==> src/rtl/tft_spi_rx.sv <==
// tft_spi_rx: receiving end of the 3-wire TFT SPI link (CS/SCL/SDA).
// Oversamples the asynchronous SPI lines on clk and deserialises SPI mode 0
// words, most significant bit first. Words go into a small show-ahead FIFO.
// Frame-done and frame-error pulses report how each CS-low frame ended.
module tft_spi_rx #(
    parameter int DATA_BITS  = 8,   // bits per word (4..16)
    parameter int FIFO_DEPTH = 4    // receive FIFO entries, power of two (2..16)
) (
    input  logic                 clk,
    input  logic                 rst_n,
    input  logic                 lcd_cs_i,
    input  logic                 lcd_scl_i,
    input  logic                 lcd_sda_i,
    input  logic                 rd_en_i,
    input  logic                 clr_i,
    output logic [DATA_BITS-1:0] data_o,
    output logic                 empty_o,
    output logic                 full_o,
    output logic                 frame_done_o,
    output logic                 frame_err_o,
    output logic                 overflow_o
);

    localparam int AW = $clog2(FIFO_DEPTH);
    localparam int PW = AW + 1;
    localparam int CW = $clog2(DATA_BITS);
    localparam logic [CW-1:0] LAST_BIT = CW'(DATA_BITS - 1);

    typedef enum logic {ST_IDLE, ST_SHIFT} state_t;

    // Synchronisers and edge-detect stages
    logic r_cs_s1, r_cs_s2, r_cs_s3;
    logic r_scl_s1, r_scl_s2, r_scl_s3;
    logic r_sda_s1, r_sda_s2;

    // Receiver state
    state_t               r_state, w_state_nxt;
    logic [CW-1:0]        r_bit_cnt, w_bit_cnt_nxt;
    logic [DATA_BITS-2:0] r_shreg, w_shreg_nxt;
    logic                 r_done, w_done_nxt;
    logic                 r_err, w_err_nxt;
    logic                 w_push;
    logic [DATA_BITS-1:0] w_push_data;

    // FIFO
    logic [DATA_BITS-1:0] r_mem [FIFO_DEPTH];
    logic [PW-1:0]        r_wr_ptr, r_rd_ptr;
    logic                 r_overflow;
    logic                 w_pop, w_write, w_drop;

    logic w_cs_fall, w_cs_rise, w_scl_rise;

    // Two-flop synchronisers; preset to the idle bus levels (CS high, SCL/SDA low)
    always_ff @(posedge clk or negedge rst_n) begin
        if (!rst_n) begin
            r_cs_s1  <= 1'b1;
            r_cs_s2  <= 1'b1;
            r_cs_s3  <= 1'b1;
            r_scl_s1 <= 1'b0;
            r_scl_s2 <= 1'b0;
            r_scl_s3 <= 1'b0;
            r_sda_s1 <= 1'b0;
            r_sda_s2 <= 1'b0;
        end else begin
            // NOTE: non-blocking assignments so each stage takes the previous
            // stage's old value; blocking here would collapse the chain into one flop.
            r_cs_s1  <= lcd_cs_i;
            r_cs_s2  <= r_cs_s1;
            r_cs_s3  <= r_cs_s2;
            r_scl_s1 <= lcd_scl_i;
            r_scl_s2 <= r_scl_s1;
            r_scl_s3 <= r_scl_s2;
            r_sda_s1 <= lcd_sda_i;
            r_sda_s2 <= r_sda_s1;
        end
    end

    assign w_cs_fall  = r_cs_s3 & ~r_cs_s2;
    assign w_cs_rise  = ~r_cs_s3 & r_cs_s2;
    assign w_scl_rise = ~r_scl_s3 & r_scl_s2;

    // Receiver state register
    always_ff @(posedge clk or negedge rst_n) begin
        if (!rst_n) begin
            r_state   <= ST_IDLE;
            r_bit_cnt <= '0;
            r_shreg   <= '0;
            r_done    <= 1'b0;
            r_err     <= 1'b0;
        end else begin
            r_state   <= w_state_nxt;
            r_bit_cnt <= w_bit_cnt_nxt;
            r_shreg   <= w_shreg_nxt;
            r_done    <= w_done_nxt;
            r_err     <= w_err_nxt;
        end
    end

    // Receiver next state: frame start/end, bit shifting and word push
    always_comb begin
        // NOTE: every output gets a default first, so no path leaves one
        // unassigned and no latch is inferred.
        w_state_nxt   = r_state;
        w_bit_cnt_nxt = r_bit_cnt;
        w_shreg_nxt   = r_shreg;
        w_done_nxt    = 1'b0;
        w_err_nxt     = 1'b0;
        w_push        = 1'b0;
        unique case (r_state)
            ST_IDLE: begin
                if (w_cs_fall) begin
                    w_state_nxt   = ST_SHIFT;
                    w_bit_cnt_nxt = '0;
                    w_shreg_nxt   = '0;
                end
            end
            ST_SHIFT: begin
                // CS rise takes priority over an SCL rise in the same cycle
                if (w_cs_rise) begin
                    w_state_nxt   = ST_IDLE;
                    w_done_nxt    = (r_bit_cnt == '0);
                    w_err_nxt     = (r_bit_cnt != '0);
                    w_bit_cnt_nxt = '0;
                end else if (w_scl_rise) begin
                    w_shreg_nxt = {r_shreg[DATA_BITS-3:0], r_sda_s2};
                    if (r_bit_cnt == LAST_BIT) begin
                        w_push        = 1'b1;
                        w_bit_cnt_nxt = '0;
                    end else begin
                        w_bit_cnt_nxt = r_bit_cnt + CW'(1);
                    end
                end
            end
            default: w_state_nxt = ST_IDLE;
        endcase
    end

    // The final bit joins the word directly from the synchroniser
    assign w_push_data = {r_shreg, r_sda_s2};

    assign empty_o = (r_wr_ptr == r_rd_ptr);
    assign full_o  = (r_wr_ptr[AW] != r_rd_ptr[AW]) &&
                     (r_wr_ptr[AW-1:0] == r_rd_ptr[AW-1:0]);
    assign w_pop   = rd_en_i & ~empty_o;
    // A pop in the same cycle frees the slot a push into a full FIFO needs
    assign w_write = w_push & (~full_o | w_pop);
    assign w_drop  = w_push & full_o & ~w_pop;

    // FIFO pointers and sticky overflow flag
    always_ff @(posedge clk or negedge rst_n) begin
        if (!rst_n) begin
            r_wr_ptr   <= '0;
            r_rd_ptr   <= '0;
            r_overflow <= 1'b0;
        end else begin
            if (w_write) r_wr_ptr <= r_wr_ptr + PW'(1);
            if (w_pop)   r_rd_ptr <= r_rd_ptr + PW'(1);
            if (w_drop)     r_overflow <= 1'b1;
            else if (clr_i) r_overflow <= 1'b0;
        end
    end

    // FIFO storage write
    always_ff @(posedge clk) begin
        // NOTE: storage is deliberately not reset; the pointers define which
        // entries are valid, and data_o is forced to zero while empty.
        if (w_write) r_mem[r_wr_ptr[AW-1:0]] <= w_push_data;
    end

    assign data_o       = empty_o ? '0 : r_mem[r_rd_ptr[AW-1:0]];
    assign frame_done_o = r_done;
    assign frame_err_o  = r_err;
    assign overflow_o   = r_overflow;

endmodule

==> config.mk <==
export PLATFORM = sky130hd
export DESIGN_NAME = tft_spi_rx
export DESIGN_NICKNAME = d
export VERILOG_FILES = /design/src/rtl/tft_spi_rx.sv
export SDC_FILE = /design/constraint.sdc
export NUM_CORES = 1
export LEC_CHECK = 0
export ABC_AREA = 1
export ABC_CLOCK_PERIOD_IN_PS = 3050
export BUFFER_PORTS_ARGS = -buffer_cell sky130_fd_sc_hd__buf_4
export CELL_PAD_IN_SITES_DETAIL_PLACEMENT = 0
export CELL_PAD_IN_SITES_GLOBAL_PLACEMENT = 1
export CORE_ASPECT_RATIO = 1.2
export CORE_MARGIN = 3
export CORE_UTILIZATION = 51
export DETAILED_ROUTE_END_ITERATION = 12
export GPL_TIMING_DRIVEN = 0
export PLACE_DENSITY = 0.93
export SLEW_MARGIN = 20
export SYNTH_ARGS = -nofsm -noshare
export SYNTH_HDL_FRONTEND = slang
export SYNTH_SLANG_ARGS = --single-unit
==> constraint.sdc <==
create_clock -name clk -period 3.05 [get_ports clk]
set_input_delay 0.1525 -clock clk [delete_from_list [all_inputs] [get_ports clk]]
set_output_delay 0.1525 -clock clk [all_outputs]
set_load 0.05 [all_outputs]
### Word-level counts from Yosys, hierarchy flattened

Memory sizes are Yosys's and may differ from the RTL's.
Index checks and enable logic that the tools add are counted.

* bits in registers: 28
* bits in writable memories: 32
* input bits: 7
* output and inout port bits: 13
* word-level logic and storage cells: 74
* memories kept: 1

* add/sub/neg operators: 3
* eq/ne operators: 8
* muxes and demuxes: 25
* bitwise operators: 15
* reductions and logical operators: 6

Memory list
* r_mem: depth 4, width 8, read ports 1, clocked after memory_dff 0, wr ports 1, line 46 `logic [DATA_BITS-1:0] r_mem [FIFO_DEPTH];`

Operator list (count)
* 7-bit two-way mux: 3
* 1-bit two-way mux: 14
* 7-bit case mux with 2 select lines: 1
* 3-bit two-way mux: 4
* 3-bit by 1-bit adder with 3-bit output (second input constant): 3
* 8-bit two-way mux: 1
* 1-bit AND: 7
* 1-bit NOT: 7
* 3-bit case mux with 2 select lines: 1
* 2-bit inequality test (second input constant): 2
* 3-bit == test: 1
* 3-bit == test (second input constant): 1
* 3-bit zero test: 1
* 3-bit by 1-bit inequality test with 1-bit output (second input constant): 1
* 3-bit AND reduction: 1
* 3-bit nonzero test: 1
* 2-bit == test: 1
* 2-bit by 1-bit inequality test with 1-bit output (second input constant): 1
* 1-bit case mux with 2 select lines: 1
* 2-bit AND reduction: 1
* 2-bit nonzero test: 1
* 1-bit logical AND: 1
* 1-bit inequality test: 1
* 1-bit OR: 1

### Logic depth before layout (Yosys ltp)

* depth in word-level cells: 8
* mapped depth: 9
* mapped depth without buffers: 9

### Worst setup path after synthesis

No wires, ideal clock.

* kind: flip-flop to flip-flop
* from: register r_cs_s3
* to: memory r_mem[0][0], enable pin
* setup time: 0.371 ns
* data arrival time: 1.421 ns
* data required time: 2.679 ns
* setup slack: 1.258 ns
* stages on the path, launching flop included: 9
* buffers on the path: 0
* clock period less this slack: 1.792 ns
* path through: dfstp_2 inv_1 nand2_1 nand2_4 inv_2 nand3_1 inv_2 nand2_2 nor2_1

* word-level cells in the longest chain between the ends: 7

Ends and longest elaborated chain
* start, declared: line 32 `logic r_cs_s1, r_cs_s2, r_cs_s3;`
* start signal, assigned: line 69 `r_cs_s3 <= r_cs_s2;`
* 1-bit NOT: line 79 `assign w_cs_rise = ~r_cs_s3 & r_cs_s2;`
* 1-bit AND: line 79
* 1-bit two-way mux: line 119 `if (w_cs_rise) begin`
* 1-bit two-way mux: line 109 `unique case (r_state)`
* 1-bit AND: line 146 `assign w_write = w_push & (~full_o | w_pop);`
* 1-bit two-way mux: line 167 `if (w_write) r_mem[r_wr_ptr[AW-1:0]] <= w_push_data;`
* 1-bit two-way mux (not written as such): line 167
* end, declared: line 46

Every way passes these cells.

### Worst setup path after layout

* from: register r_cs_s3
* to: memory r_mem[3][2], enable pin

The elaborated chain is that of the path after synthesis.

==> summary.txt <==
Status
  • Run status: complete, no violations

Routing
  • DRC viols: 0
  • DR pass1 iterations: 4
  • Initial DRC Count: ~110
  • Number of routed nets with antenna violations: 0
  • Total wire length: between 4000 and 5000 µm
  • Vias per cell: ~4.9
  • Vias post-DR: approximately 1,700
  • WL/cell: 12.5 µm

Placed design
  • Post-place setup slack: 853 ps
  • Final HPWL DP: roughly 2900 µm
  • Port Buffer Count: 19
  • Placer Congestion: between 0.8 and 0.9

Die
  • DIE HEIGHT: 85.0 µm
  • Ports: 20
  • Die ar.: just over 6000 µm²
  • Row cnt: 28
  • Die Span X: 71.8 µm
  • Initial Util: roughly 53%
  • Core Region: about 5000 µm²

Setup path
  • Crit Path Class: register to register
  • R2R cell count: 8
  • Slowest stage delay, CP: 630 ps
  • WP data arrival: 2120 ps
  • Critical path depth: 8
  • Worst path slowest cell: nor2_1
  • Worst Setup End Kind: register
  • Critical Path Source Type: register
  • Critical path peak fanout: 8
  • Cell repeated most along the worst path: inv_2
  • Sequence of cells on the critical path: inv_1, nand2_1, nand2_4, inv_2, nand3_1, inv_2, nand2_2, nor2_1
  • CP bufs+invs: 3
  • Worst EP required: 3000 ps
  • Top delay family on crit path: simple AND/OR/NAND/NOR gates

Timing
  • Slew Limit Fails: 0
  • Final Hold Vio Count: 0
  • Setup TNS: 0 ps
  • Clock skew: roughly 7 ps
  • RSZ-0062 raised after global routing: no
  • Period utilization: 71.0%
  • Finish-stage setup viols: 0
  • Crit path time final: 2170 ps
  • Final WS setup: 884 ps
  • F_max: about 0.46 GHz
  • Worst Tran Pin Value: approximately 800 ps
  • WHS: between 30 and 40 ps
  • Headroom to the max-slew limit: a little under half

Clocking
  • # clock sinks: 60
  • Hold_buf cts: 4
  • Num CTS Buffers: 9
  • CTS Root Buffer Type: clkbuf_8
  • CTS tree: built
  • H-tree Lvls: 3
  • Setup Fix Bufs, Post-CTS: 0
  • CTS resizes: 0
  • Clk pin slew, worst setup/hold paths: 60 ps
  • CTS max path bufs: 2
  • Worst-Skew Late Latency: about 330 ps

Cells and area
  • Area grow syn2layout: 18.3%
  • Fin nets: between 200 and 300
  • Antenna Cells: 0
  • Fillers: roughly 400
  • Share of layout cells above drive strength 1: 23.1%

Global routing
  • Total grt overflow: 0
  • Global-route wire length before repair: just over 7000 µm
  • GR Util All Layers: 15.8%
  • Vias in the first global route: roughly 1,600
  • Pin count of the biggest net entering global routing: 29
  • Initial antenna violation count: 0

Logic synthesis
  • Sequential share of the synthesized area: 62.8%
  • Synth Net Count: ~260
  • Register bit total from synthesis: 60
  • Ys Warns: 0
  • Synthesized cell area: 2650 µm²
  • Cells after Synth: 243
  • Distinct cells, synth: 28
  • Syn_area_per_cell: ~11 µm²

Pwr
  • Sw Ratio: between 30% and 40%
  • PD cells: between 900 and 1000 nW/µm²
  • Switch Pwr: 1.11 mW
  • Leakage power total: about 1.4 nW
  • Worst vdd ir: between 0.0004 and 0.0005 V
  • Int Pwr: ~1.8 mW
  • Part of the power in registers: around a third
  • Logic gate share of total power: approximately 39%
  • Clk network pwr share: 27.8%

Worst hold path
  • Worst min-delay path category: input port to register
  • Hold Path Depth: 2

Run
  • Total of max-cap violations: 0
## per-stage QoR
stage,util (%),cell area (µm²),instances,total power [mW]
2_1_floorplan,-,2650,243,1.83
3_3_place_gp,57.6,2870,322,2.12
3_5_place_dp,57.6,2870,322,2.13
4_1_cts,63.0,3140,341,2.96
5_1_grt,63.0,3140,341,3.08
6_report,63.0,3140,341,2.93
## power by group through the flow
stage / combinational [mW] / sequential, mW / clock, mW
4_1_cts: 1.15 / 0.970 / 0.834
3_3_place_gp: 1.14 / 0.982 / 0
3_5_place_dp: 1.14 / 0.986 / 0
2_1_floorplan: 0.854 / 0.981 / 0
6_report: 1.14 / 0.970 / 0.815
5_1_grt: 1.24 / 0.978 / 0.863
## placed cells by master (no fill, tap or decap), drive strengths merged
master	netlist	final
ha	8	8
or2	1	1
nor3	2	2
xor2	2	2
bufinv	0	3
dlygate4sd3	0	4
nor2	34	34
xnor2	1	1
inv	36	36
buf	8	27
clkinv	0	3
o21ai	34	34
nand4	1	1
dfstp	3	3
nand2	37	37
a21oi	2	2
edfxtp	32	32
clkbuf	0	9
o22ai	1	1
nand3	16	16
dfrtp	25	25
## flip-flops by register name (all words and copies together) (netlist names)
| register | cells |
|---|---|
| r_state | 1 |
| r_scl_s2 | 1 |
| r_wr_ptr | 3 |
| r_cs_s3 | 1 |
| r_scl_s1 | 1 |
| frame_err_o | 1 |
| overflow_o | 1 |
| r_shreg | 7 |
| r_rd_ptr | 3 |
| r_scl_s3 | 1 |
| r_sda_s2 | 1 |
| frame_done_o | 1 |
| r_sda_s1 | 1 |
| r_cs_s2 | 1 |
| r_cs_s1 | 1 |
| r_bit_cnt | 3 |
| r_mem | 32 |
## cells by family after synthesis
group | count (synthesis) | synth area share [%]
xor+xnor | 3 | 1.70
simple gates | 91 | 15.9
fa+ha+maj | 8 | 3.78
buf+inv | 44 | 7.74
flops | 60 | 62.8
compound gates | 37 | 8.03
## layout make-up
type	count	area [µm²]	share of cell area [%]
clock buffer	9	124	3.95
inverter	36	138	4.39
buffer	8	67.6	2.15
sequential	60	1670	53.1
tap	60	75.1	2.39
clock inverter	6	104	3.31
timing repair buffer	23	183	5.83
multi-input combinational	139	779	24.9
## synth_stat cells (all sizes together)
library cell / count / share of area, %
nor3: 2 / 0.38
ha: 8 / 3.8
o22ai: 1 / 0.24
a21oi: 2 / 0.80
dfrtp: 25 / 24
xnor2: 1 / 1.0
nor2: 34 / 4.9
o21ai: 34 / 7.0
inv: 36 / 5.2
nand3: 16 / 3.8
edfxtp: 32 / 36
buf: 8 / 2.5
or2: 1 / 0.33
dfstp: 3 / 3.0
xor2: 2 / 0.66
nand2: 37 / 5.7
nand4: 1 / 0.80
## final timing paths
path	startpoint	endpoint	slack (ps)
worst max register to register	r_cs_s3	r_mem[3][2]	880
min in group asynchronous	rst_n	r_wr_ptr[0]	280
worst min register to register	r_sda_s1	r_sda_s2	360
worst min-delay path	clr_i	overflow_o	30
worst max-delay path	r_cs_s3	r_mem[3][2]	880
max in group asynchronous	rst_n	r_cs_s1	2470
## per-layer routing
| layer | routed length [µm] | share of wire, % | vias up | track usage, % |
|---|---|---|---|---|
| met2 | 2290 | 54 | 34 | 27.2 |
| met3 | 186 | 4.3 | 13 | 4.15 |
| li1 | - | - | 853 | - |
| met5 | 0 | 0 | - | 0 |
| met1 | 1650 | 39 | 761 | 16.2 |
| met4 | 144 | 3.4 | 0 | 12.0 |
Power figures use the tool's default switching activity.
